<file path="src/rtl/axi_lite_byte_master.sv">
// AXI4-Lite initiator controlled by a UART byte stream.
// Frames: write = 0x01, addr[4], data[4]; read = 0x02, addr[4]. Fields are little-endian.
// Responses: write -> {6'b0, bresp}; read -> {6'b0, rresp}, rdata LSB first.
// An unknown opcode -> 0xEE. A stalled partial frame is dropped silently after
// BYTE_TIMEOUT_p idle cycles.
module axi_lite_byte_master #(
  parameter int AXI_ADDR_BW_p  = 32,
  parameter int BYTE_TIMEOUT_p = 1_000_000
) (
  input  logic                     clk,
  input  logic                     rst_n,
  // byte stream in (from UART receiver)
  input  logic                     i_rx_valid,
  input  logic [7:0]               i_rx_data,
  output logic                     o_rx_ready,
  // byte stream out (to UART transmitter)
  output logic                     o_tx_valid,
  output logic [7:0]               o_tx_data,
  input  logic                     i_tx_ready,
  // AXI4-Lite write address
  output logic [AXI_ADDR_BW_p-1:0] o_axi_awaddr,
  output logic [2:0]               o_axi_awprot,
  output logic                     o_axi_awvalid,
  input  logic                     i_axi_awready,
  // AXI4-Lite write data
  output logic [31:0]              o_axi_wdata,
  output logic [3:0]               o_axi_wstrb,
  output logic                     o_axi_wvalid,
  input  logic                     i_axi_wready,
  // AXI4-Lite write response
  input  logic [1:0]               i_axi_bresp,
  input  logic                     i_axi_bvalid,
  output logic                     o_axi_bready,
  // AXI4-Lite read address
  output logic [AXI_ADDR_BW_p-1:0] o_axi_araddr,
  output logic [2:0]               o_axi_arprot,
  output logic                     o_axi_arvalid,
  input  logic                     i_axi_arready,
  // AXI4-Lite read data
  input  logic [31:0]              i_axi_rdata,
  input  logic [1:0]               i_axi_rresp,
  input  logic                     i_axi_rvalid,
  output logic                     o_axi_rready,
  output logic                     o_busy
);

  typedef enum logic [2:0] {
    IDLE, ADDR, WDATA, AXI_WR, AXI_B, AXI_AR, AXI_R, RESP
  } state_e;

  localparam int TO_W = (BYTE_TIMEOUT_p > 1) ? $clog2(BYTE_TIMEOUT_p) : 1;
  localparam logic [TO_W-1:0] TO_LAST = TO_W'(BYTE_TIMEOUT_p - 1);

  localparam logic [7:0] OP_WRITE = 8'h01;
  localparam logic [7:0] OP_READ  = 8'h02;
  localparam logic [7:0] BAD_CMD  = 8'hEE;

  state_e            state_q, state_d;
  logic              is_wr_q, is_wr_d;        // latched opcode: 1 = write
  logic [1:0]        cnt_q, cnt_d;            // byte index within a 4-byte field
  logic [TO_W-1:0]   to_q, to_d;              // idle cycles since last accepted byte
  logic [31:0]       addr_q, addr_d;
  logic [31:0]       data_q, data_d;          // write data, later read data
  logic [1:0]        resp_q, resp_d;
  logic              err_q, err_d;            // response is the bad-command byte
  logic [2:0]        tx_idx_q, tx_idx_d;
  logic [2:0]        tx_last_q, tx_last_d;
  logic              aw_done_q, aw_done_d;
  logic              w_done_q, w_done_d;

  logic rx_hs, tx_hs, aw_fin, w_fin;

  // Handshake qualifiers and channel outputs decoded from registered state.
  assign o_rx_ready    = (state_q == IDLE) || (state_q == ADDR) || (state_q == WDATA);
  assign rx_hs         = i_rx_valid && o_rx_ready;
  assign o_tx_valid    = (state_q == RESP);
  assign tx_hs         = o_tx_valid && i_tx_ready;
  assign o_busy        = (state_q != IDLE);

  assign o_axi_awaddr  = addr_q[AXI_ADDR_BW_p-1:0];
  assign o_axi_araddr  = addr_q[AXI_ADDR_BW_p-1:0];
  assign o_axi_wdata   = data_q;
  assign o_axi_awprot  = 3'b000;
  assign o_axi_arprot  = 3'b000;
  assign o_axi_wstrb   = 4'hF;
  assign o_axi_awvalid = (state_q == AXI_WR) && !aw_done_q;
  assign o_axi_wvalid  = (state_q == AXI_WR) && !w_done_q;
  assign o_axi_bready  = (state_q == AXI_B);
  assign o_axi_arvalid = (state_q == AXI_AR);
  assign o_axi_rready  = (state_q == AXI_R);

  // A channel counts as finished once its handshake has happened, now or earlier.
  assign aw_fin = aw_done_q || (o_axi_awvalid && i_axi_awready);
  assign w_fin  = w_done_q  || (o_axi_wvalid  && i_axi_wready);

  // State and datapath registers.
  // NOTE: sequential state uses non-blocking (<=) so every flop samples pre-edge values.
  always_ff @(posedge clk or negedge rst_n) begin
    if (!rst_n) begin
      state_q   <= IDLE;
      is_wr_q   <= 1'b0;
      cnt_q     <= '0;
      to_q      <= '0;
      addr_q    <= '0;
      data_q    <= '0;
      resp_q    <= '0;
      err_q     <= 1'b0;
      tx_idx_q  <= '0;
      tx_last_q <= '0;
      aw_done_q <= 1'b0;
      w_done_q  <= 1'b0;
    end else begin
      state_q   <= state_d;
      is_wr_q   <= is_wr_d;
      cnt_q     <= cnt_d;
      to_q      <= to_d;
      addr_q    <= addr_d;
      data_q    <= data_d;
      resp_q    <= resp_d;
      err_q     <= err_d;
      tx_idx_q  <= tx_idx_d;
      tx_last_q <= tx_last_d;
      aw_done_q <= aw_done_d;
      w_done_q  <= w_done_d;
    end
  end

  // Next-state logic: frame collection, AXI sequencing, response sequencing.
  always_comb begin
    // NOTE: every _d defaults to its _q first, so no path can infer a latch.
    state_d   = state_q;
    is_wr_d   = is_wr_q;
    cnt_d     = cnt_q;
    to_d      = to_q;
    addr_d    = addr_q;
    data_d    = data_q;
    resp_d    = resp_q;
    err_d     = err_q;
    tx_idx_d  = tx_idx_q;
    tx_last_d = tx_last_q;
    aw_done_d = aw_done_q;
    w_done_d  = w_done_q;

    unique case (state_q)
      IDLE: begin
        if (rx_hs) begin
          if ((i_rx_data == OP_WRITE) || (i_rx_data == OP_READ)) begin
            is_wr_d = (i_rx_data == OP_WRITE);
            cnt_d   = '0;
            to_d    = '0;
            state_d = ADDR;
          end else begin
            err_d     = 1'b1;
            tx_idx_d  = '0;
            tx_last_d = '0;
            state_d   = RESP;
          end
        end
      end

      ADDR: begin
        if (rx_hs) begin
          addr_d = {i_rx_data, addr_q[31:8]};
          cnt_d  = cnt_q + 2'd1;
          to_d   = '0;
          if (cnt_q == 2'd3) state_d = is_wr_q ? WDATA : AXI_AR;
        end else if (to_q == TO_LAST) begin
          state_d = IDLE;
        end else begin
          to_d = to_q + 1'b1;
        end
      end

      WDATA: begin
        if (rx_hs) begin
          data_d = {i_rx_data, data_q[31:8]};
          cnt_d  = cnt_q + 2'd1;
          to_d   = '0;
          if (cnt_q == 2'd3) begin
            aw_done_d = 1'b0;
            w_done_d  = 1'b0;
            state_d   = AXI_WR;
          end
        end else if (to_q == TO_LAST) begin
          state_d = IDLE;
        end else begin
          to_d = to_q + 1'b1;
        end
      end

      AXI_WR: begin
        aw_done_d = aw_fin;
        w_done_d  = w_fin;
        if (aw_fin && w_fin) begin
          aw_done_d = 1'b0;
          w_done_d  = 1'b0;
          state_d   = AXI_B;
        end
      end

      AXI_B: begin
        if (i_axi_bvalid) begin
          resp_d    = i_axi_bresp;
          err_d     = 1'b0;
          tx_idx_d  = '0;
          tx_last_d = '0;
          state_d   = RESP;
        end
      end

      AXI_AR: begin
        if (i_axi_arready) state_d = AXI_R;
      end

      AXI_R: begin
        if (i_axi_rvalid) begin
          resp_d    = i_axi_rresp;
          data_d    = i_axi_rdata;
          err_d     = 1'b0;
          tx_idx_d  = '0;
          tx_last_d = 3'd4;
          state_d   = RESP;
        end
      end

      RESP: begin
        if (tx_hs) begin
          if (tx_idx_q == tx_last_q) state_d = IDLE;
          else                       tx_idx_d = tx_idx_q + 3'd1;
        end
      end

      default: state_d = IDLE;
    endcase
  end

  // Response byte selection: status first, then read data LSB first.
  always_comb begin
    o_tx_data = 8'h00;
    case (tx_idx_q)
      3'd0:    o_tx_data = err_q ? BAD_CMD : {6'b0, resp_q};
      3'd1:    o_tx_data = data_q[7:0];
      3'd2:    o_tx_data = data_q[15:8];
      3'd3:    o_tx_data = data_q[23:16];
      3'd4:    o_tx_data = data_q[31:24];
      default: o_tx_data = 8'h00;
    endcase
  end

endmodule
</file>
<file path="config.mk">
export PLATFORM = sky130hd
export DESIGN_NAME = axi_lite_byte_master
export DESIGN_NICKNAME = d
export VERILOG_FILES = /design/src/rtl/axi_lite_byte_master.sv
export SDC_FILE = /design/constraint.sdc
export NUM_CORES = 1
export LEC_CHECK = 0
export ABC_AREA = 1
export BUFFER_PORTS_ARGS = -buffer_cell sky130_fd_sc_hd__buf_4
export CAP_MARGIN = 10
export CORE_UTILIZATION = 30
export DETAILED_ROUTE_END_ITERATION = 7
export GPL_TIMING_DRIVEN = 1
export PLACE_DENSITY = 0.6
export SKIP_LAST_GASP = 1
export SYNTH_ARGS = -nofsm -noshare
export SYNTH_HDL_FRONTEND = slang
export SYNTH_SLANG_ARGS = --single-unit
</file>
<file path="constraint.sdc">
create_clock -name clk -period 1.5 [get_ports clk]
set_input_delay 0.15 -clock clk [delete_from_list [all_inputs] [get_ports clk]]
set_output_delay 0.15 -clock clk [all_outputs]
set_load 0.05 [all_outputs]
</file>
==> impl_metrics.py, run 1 <==
metrics = {
    "critical_path": {
        "critical_path.top_delay_family": "flip-flops",
        "slowest_stage": "dfrtp_1",
        "reg2reg_from": "state_q[2]",
        "reg2reg_setup_slack_ps": -200,
        "r2r-end": "o_axi_wdata[24]",
        "critPathRequiredTime_ps": 1350,
        "path_cells": "ha_2 > ha_4 > inv_6 > o22ai_1 > a221oi_2 > nand2_2 > buf_6",
        "end_kind": "output pin",
        "worstPathMaxFanout": 7,
        "path_depth": 7,
        "slowest_delay_ps": 430,
        "rr_worst_depth": 10,
        "critical_path_buf_inv_count": 2,
        "cp.arrival_ps": 1810,
        "crit_type": "flop to output pin",
        "startpoint_type": "flop",
    },
    "sta": {
        "setup_ws_ps": -459.9,
        "setup_violations": 86,
        "fin_crit_ps": 1960,
        "hold_viol_final": 0,
        "tightest_slew_ps": 555.2,
        "relSlewSlack_pct": 62.99,
        "drv_slew": 0,
        "period_share_pct": 130.7,
        "finClkSkew_ps": 10.72,
        "hold_ws_ps": 57.89,
        "max_freq_ghz": 0.5102,
        "rsz0062_at_grt": "true",
    },
    "global_routing": {
        "grt_usage_pct": 18.46,
        "first_global_vias": 5548,
        "grt_max_degree": 100,
        "grt_pass1_wl_um": 28900,
        "antenna_found_initial": 0,
        "grt_overflow_total": 0,
    },
    "die": {
        "die_height_um": 141.2,
        "rows": 50,
        "dieArea_um2": 19930,
        "chipWidth_um": 141.2,
        "ios": 175,
        "start_util_pct": 30.86,
        "core_area_um2": 18830,
    },
    "placed_design": {
        "portBuffers": 164,
        "hpwl_um": 12540,
        "gp_congestion": 0.8904,
        "place_area_um2": 7915,
    },
    "yosys": {
        "ys_async_sr_fraction_pct": 100.0,
        "syn_avg_cell_area_um2": 7.831,
        "yosysMostFrequentCell": "nand2_1",
        "yosys.cell_types.count": 44,
        "synth-adder-area-share_pct": 1.507,
        "synthMuxAreaShare_pct": 1.357,
        "yosys-top-cells-count": "nand2_1, dfrtp_1, nor2_1",
        "synthCells": 742,
        "synth_edf_count": 0,
        "ys.flop_type": "dfrtp_1",
        "synth_top_cell_area_share_pct": 42.64,
        "synth-seq-cells": 99,
        "ys_seq_area_share_pct": 42.64,
        "synth_xor_area_share_pct": 0.6029,
        "synth_compound_area_share_pct": 14.69,
        "yosysWarnings": 0,
        "synth_area_um2": 5811,
        "synth_top_family_by_area": "simple AND/OR/NAND/NOR gates",
        "synthSimpleGateAreaFrac_pct": 25.62,
        "synth_top_area_cell": "dfrtp_1",
        "synth_area_leaders": "dfrtp_1, nand2_1, buf_4",
    },
    "route": {
        "drt_wl_total_um": 19410,
        "remaining_drc_errors": 0,
        "wl_per_cell_um": 15.47,
        "drtIter0Drc": 302,
        "vias": 6001,
        "firstDrtPassIters": 5,
        "viasPerCell": 4.782,
        "ant_nets": 0,
    },
    "worst_hold_path": {
        "hold_depth": 3,
        "hold_end": "o_axi_wdata[24]",
        "hold_class": "primary input to flop",
        "hp-start": "i_axi_rdata[24]",
    },
    "outcome": {
        "violations": "setup timing",
        "status": "finished, violations left",
    },
    "clocking": {
        "clk_latency_ps": 360,
        "cts_tree": "yes",
        "cts_buffer_depth": 2,
        "path_clk_slew_ps": 80,
        "cts_root_buf": "clkbuf_16",
        "htree_levels": 3,
        "cts_made_buffers": 9,
        "cts.sinks": 99,
    },
    "power": {
        "pwr_density_cell_nw_per_um2": 2632,
        "p_leak_uw": 0.004627,
        "irDropWorstVdd_mv": 1.438,
        "finalPower_uw": 25670,
    },
    "final_layout": {
        "fin_area_um2": 9754,
        "multi_input_area_um2": 3381,
        "seq_area_um2": 2477,
        "areaGrowthSynthToFinish_pct": 67.87,
        "num_antenna_cells": 0,
        "n_fill_cell": 1669,
        "drive_above_1_share_pct": 51.36,
        "nets": 1050,
    },
    "flow_run": {
        "maxCapViolCount": 0,
    },
}
[per-stage QoR]
step	worst slack (ps)	setup TNS, ps	util, %	instances
final	-459.9	-14530	51.80	1255
after global routing	-515.9	-21570	51.80	1255
after CTS	-440.4	-12720	49.14	1243
after detailed placement	-158.2	-7704	42.03	1182
after global placement	-124.7	-6332	42.03	1182
after floorplan	-271.3	-1868	-	750
[layer usage]
layer	vias up	track usage, %	wire, um
met5	-	0	0
met4	0	5.378	295
met3	28	3.227	904
met1	2897	24.08	8546
met2	195	31.16	9664
li1	2881	-	-
[flip-flops by register name, summed over array words and instances (netlist names)]
name	count
o_axi_araddr	32
o_axi_wdata	32
to_q	20
state_q	3
tx_idx_q	3
cnt_q	2
resp_q	2
aw_done_q	1
err_q	1
is_wr_q	1
tx_last_q	1
w_done_q	1
[logic make-up after synthesis]
family                   Yosys count
buffers and inverters            146
AND/OR/NAND/NOR                  345
adder cells (fa/ha/maj)            7
AO/OA/AOI/OAI                    132
multiplexers                       7
flip-flops                        99
other                              2
XOR/XNOR                           4
[worst max path at each step]
stage	startpoint	end
after CTS	tx_idx_q[0]	o_tx_data[4]
after global routing	tx_idx_q[0]	o_tx_data[0]
after detailed placement	tx_idx_q[0]	o_tx_data[5]
final	tx_idx_q[1]	o_tx_data[7]
after floorplan	tx_idx_q[0]	o_tx_data[0]
after global placement	tx_idx_q[0]	o_tx_data[6]
[area by class of cell]
cell class | count | area share, %
repair inverters | 1 | 0.08979
inverters | 78 | 3.617
clock inverters | 6 | 0.7953
well taps | 260 | 3.335
clock buffers | 10 | 2.450
multi-input cells | 505 | 34.66
flip-flops and latches | 99 | 25.40
repair buffers | 296 | 29.66
[worst register-to-register path, cell delays in order, from the launching register on]
cell      delay (ps)
dfrtp_1          390
inv_4             70
buf_12           120
nor2_4           150
buf_6            150
nand3_4           70
a21boi_4         160
buf_12           160
buf_12           140
o211ai_1          90
o21ai_2           70
[power breakdown]
part           leakage, uW  total, uW  internal, uW  switching [uW]
clock network     0.000154       2530          1380            1150
registers          0.00123       4880          3690            1190
logic              0.00325      18300          7220           11000
total              0.00463      25700         12300           13400
[cells in the final DEF, fill, tap and decap left out, types with 6 or more instances in the layout]
master,instances
buf_12,26
o21ai_2,24
clkbuf_16,13
nor2_4,31
o21ai_1,22
o211ai_1,16
or2_2,8
nor2_1,45
dfrtp_1,99
inv_1,62
nand4_1,13
buf_4,213
a21oi_1,10
buf_8,12
nand2_2,30
a21oi_2,12
o21ai_0,11
nand3_1,21
inv_4,7
nand2_4,14
nand2_1,146
mux2_2,6
nand3_2,6
a31oi_2,10
nor2_2,14
conb_1,10
buf_6,38
[repair_timing]
item / CTS / global route
gates cloned: 8 / 6
gates resized for setup: 149 / 136
hold buffers: 1 / 0
endpoints found under the hold margin: 99 / 0
setup endpoints to repair: 98 / 115
pin swaps: 37 / 51
buffers inserted: 36 / 18
No activity file was read; power rests on OpenSTA's default activity.
==> inputs of run 2 (changes only) <==
PLACE_DENSITY = 0.59   (was 0.6)
==> run 2 against run 1 <==
The flow still finishes with violations (setup timing). Sequential share of layout area down 0.39 points. Worst setup slack got worse by 76 ps. Total power rose by 0.71%. Design area increased by 1.6%. Non-clock buffer count increased by 7. Clock power decreased by 5%. Fmax fell by 3.7%. Combinational power is essentially flat. Sequential cell count is the same. Critical path type unchanged.
==> impl_metrics.py, run 2 (synthesis gave the netlist of run 1 again) <==
metrics = {
    "critical_path": {
        "reg2reg_from": "state_q[0]",
        "startpoint_type": "flop",
        "critPathLaunch": "tx_idx_q[1]",
        "rr_worst_depth": 13,
        "reg2reg_setup_slack_ps": -310,
        "critPathRequiredTime_ps": 1350,
        "crit_path_end": "o_tx_data[6]",
        "end_kind": "output pin",
        "cp.arrival_ps": 1890,
        "worstPathMaxFanout": 6,
        "crit_type": "flop to output pin",
        "r2r-end": "to_q[6]",
    },
    "die": {
        "start_util_pct": 30.86,
        "rows": 50,
        "ios": 175,
        "chipWidth_um": 141.2,
        "die_height_um": 141.2,
        "dieArea_um2": 19930,
        "core_area_um2": 18830,
    },
    "sta": {
        "rsz0062_at_grt": "true",
        "tightest_slew_ps": 563.3,
        "setup_ws_ps": -535.9,
        "fin_crit_ps": 2036,
        "hold_ws_ps": 47.62,
        "max_freq_ghz": 0.4912,
        "hold_viol_final": 0,
        "finClkSkew_ps": 6.402,
        "tns_ps": -22210,
        "period_share_pct": 135.7,
        "relSlewSlack_pct": 62.45,
        "setup_violations": 112,
        "drv_slew": 0,
    },
    "clocking": {
        "cts_buffer_depth": 2,
        "cts_made_buffers": 9,
        "path_clk_slew_ps": 80,
        "htree_levels": 3,
        "clk_latency_ps": 350,
        "cts.sinks": 99,
        "cts_root_buf": "clkbuf_16",
        "cts_tree": "yes",
    },
    "final_layout": {
        "areaGrowthSynthToFinish_pct": 70.63,
        "final_common_cell": "buf_4",
        "drive_above_1_share_pct": 52.25,
        "final_cells": 1261,
        "layout_common_cells": "buf_4, nand2_1, dfrtp_1",
        "nets": 1056,
        "n_fill_cell": 1731,
        "num_antenna_cells": 0,
    },
    "route": {
        "remaining_drc_errors": 0,
        "route.met3.wl_um": 891,
        "drt_wl_total_um": 19640,
        "wl_per_cell_um": 15.58,
        "routed.top_layer": "met4",
        "drtIter0Drc": 236,
        "viasPerCell": 4.688,
        "wl_met1_um": 8641,
        "wl_met2_um": 9816,
        "firstDrtPassIters": 4,
        "vias": 5911,
        "ant_nets": 0,
    },
    "power": {
        "pwr_density_cell_nw_per_um2": 2608,
        "pwr-share-clk_pct": 9.3,
        "finalPower_uw": 25850,
        "p_leak_uw": 0.004619,
        "seqPwrFrac_pct": 19.0,
        "switching_share_pct": 52.71,
        "p_comb_share_pct": 71.7,
        "p_int_uw": 12230,
        "p_switching_uw": 13630,
        "irDropWorstVdd_mv": 1.554,
    },
    "outcome": {
        "status": "finished, violations left",
        "violations": "setup timing",
    },
    "flow_run": {
        "maxCapViolCount": 0,
    },
    "global_routing": {
        "grt_overflow_total": 0,
        "first_global_vias": 5696,
        "grt_max_degree": 100,
        "antenna_found_initial": 0,
        "grt_pass1_wl_um": 30270,
        "grt_usage_pct": 19.46,
    },
    "placed_design": {
        "portBuffers": 164,
        "dp_cells": 1183,
        "hpwl_um": 12530,
        "gp_congestion": 0.8457,
    },
    "worst_hold_path": {
        "hold_class": "primary input to flop",
    },
}
-- run 2: changes by cell type in the layout (fill, tap and decap cells not counted), sizes merged --
cell,previous run,this run
clkinv,2,4
buf,291,302
bufinv,1,0
clkbuf,14,9
inv,81,79
clkinvlp,1,2
-- run 2: metal layers --
layer,vias up,GRT usage (%)
li1,2894,-
met1,2832,25.81
met2,167,32.78
met3,18,3.499
met4,0,4.519
met5,-,0
-- run 2: power by group through the flow --
| stage | Sequential, uW | Clock [uW] | Combinational, uW |
|---|---|---|---|
| after floorplan | 7320 | 0 | 7520 |
| after global placement | 4760 | 0 | 14100 |
| after detailed placement | 4780 | 0 | 14200 |
| after CTS | 4800 | 2480 | 17600 |
| after global routing | 5040 | 2590 | 19500 |
| final | 4900 | 2410 | 18500 |
-- run 2: final cells by class --
class	instances	area, um^2	area share (%)
clock buffers	9	225.2	2.272
well taps	260	325.3	3.281
multi-input cells	505	3493	35.23
repair buffers	303	2959	29.85
inverters	78	349.1	3.521
clock inverters	7	82.58	0.8329
flip-flops and latches	99	2480	25.01
-- run 2: how the worst min path moves through the flow --
stage               slack, ps            start  cells past startpoint               to
global placement          270            rst_n                      2   o_axi_wdata[6]
global route               40  i_axi_rdata[17]                      3  o_axi_wdata[17]
detailed placement        270            rst_n                      2   o_axi_wdata[6]
floorplan                -150            rst_n                      0        aw_done_q
finish                     50  i_axi_rdata[17]                      3  o_axi_wdata[17]
CTS                        50  i_axi_rdata[29]                      3  o_axi_wdata[29]
-- run 2: repair_timing --
action | CTS | global route
buffers inserted | 38 | 24
gates resized for setup | 177 | 157
endpoints found under the setup margin | 101 | 113
hold buffers | 1 | 0
pin swaps | 34 | 47
gates cloned | 15 | 0
endpoints found under the hold margin | 99 | 0
-- run 2: metrics by stage --
step                instance area [um^2]  utilization, %  setup slack [ps]
finish                              9915           52.65            -535.9
global route                        9915           52.65            -587.4
CTS                                 9415           50.00            -552.9
detailed placement                  7823           41.54            -186.7
global placement                    7823           41.54            -141.9
floorplan                           6046               -            -271.3
-- run 2: worst max-delay path: stages (launching register included) --
cell        delay [ps]
dfrtp_2            460
ha_4               170
nand2_2             70
clkinvlp_4         120
buf_12             160
a221oi_4           280
nand2_2             90
buf_8              160
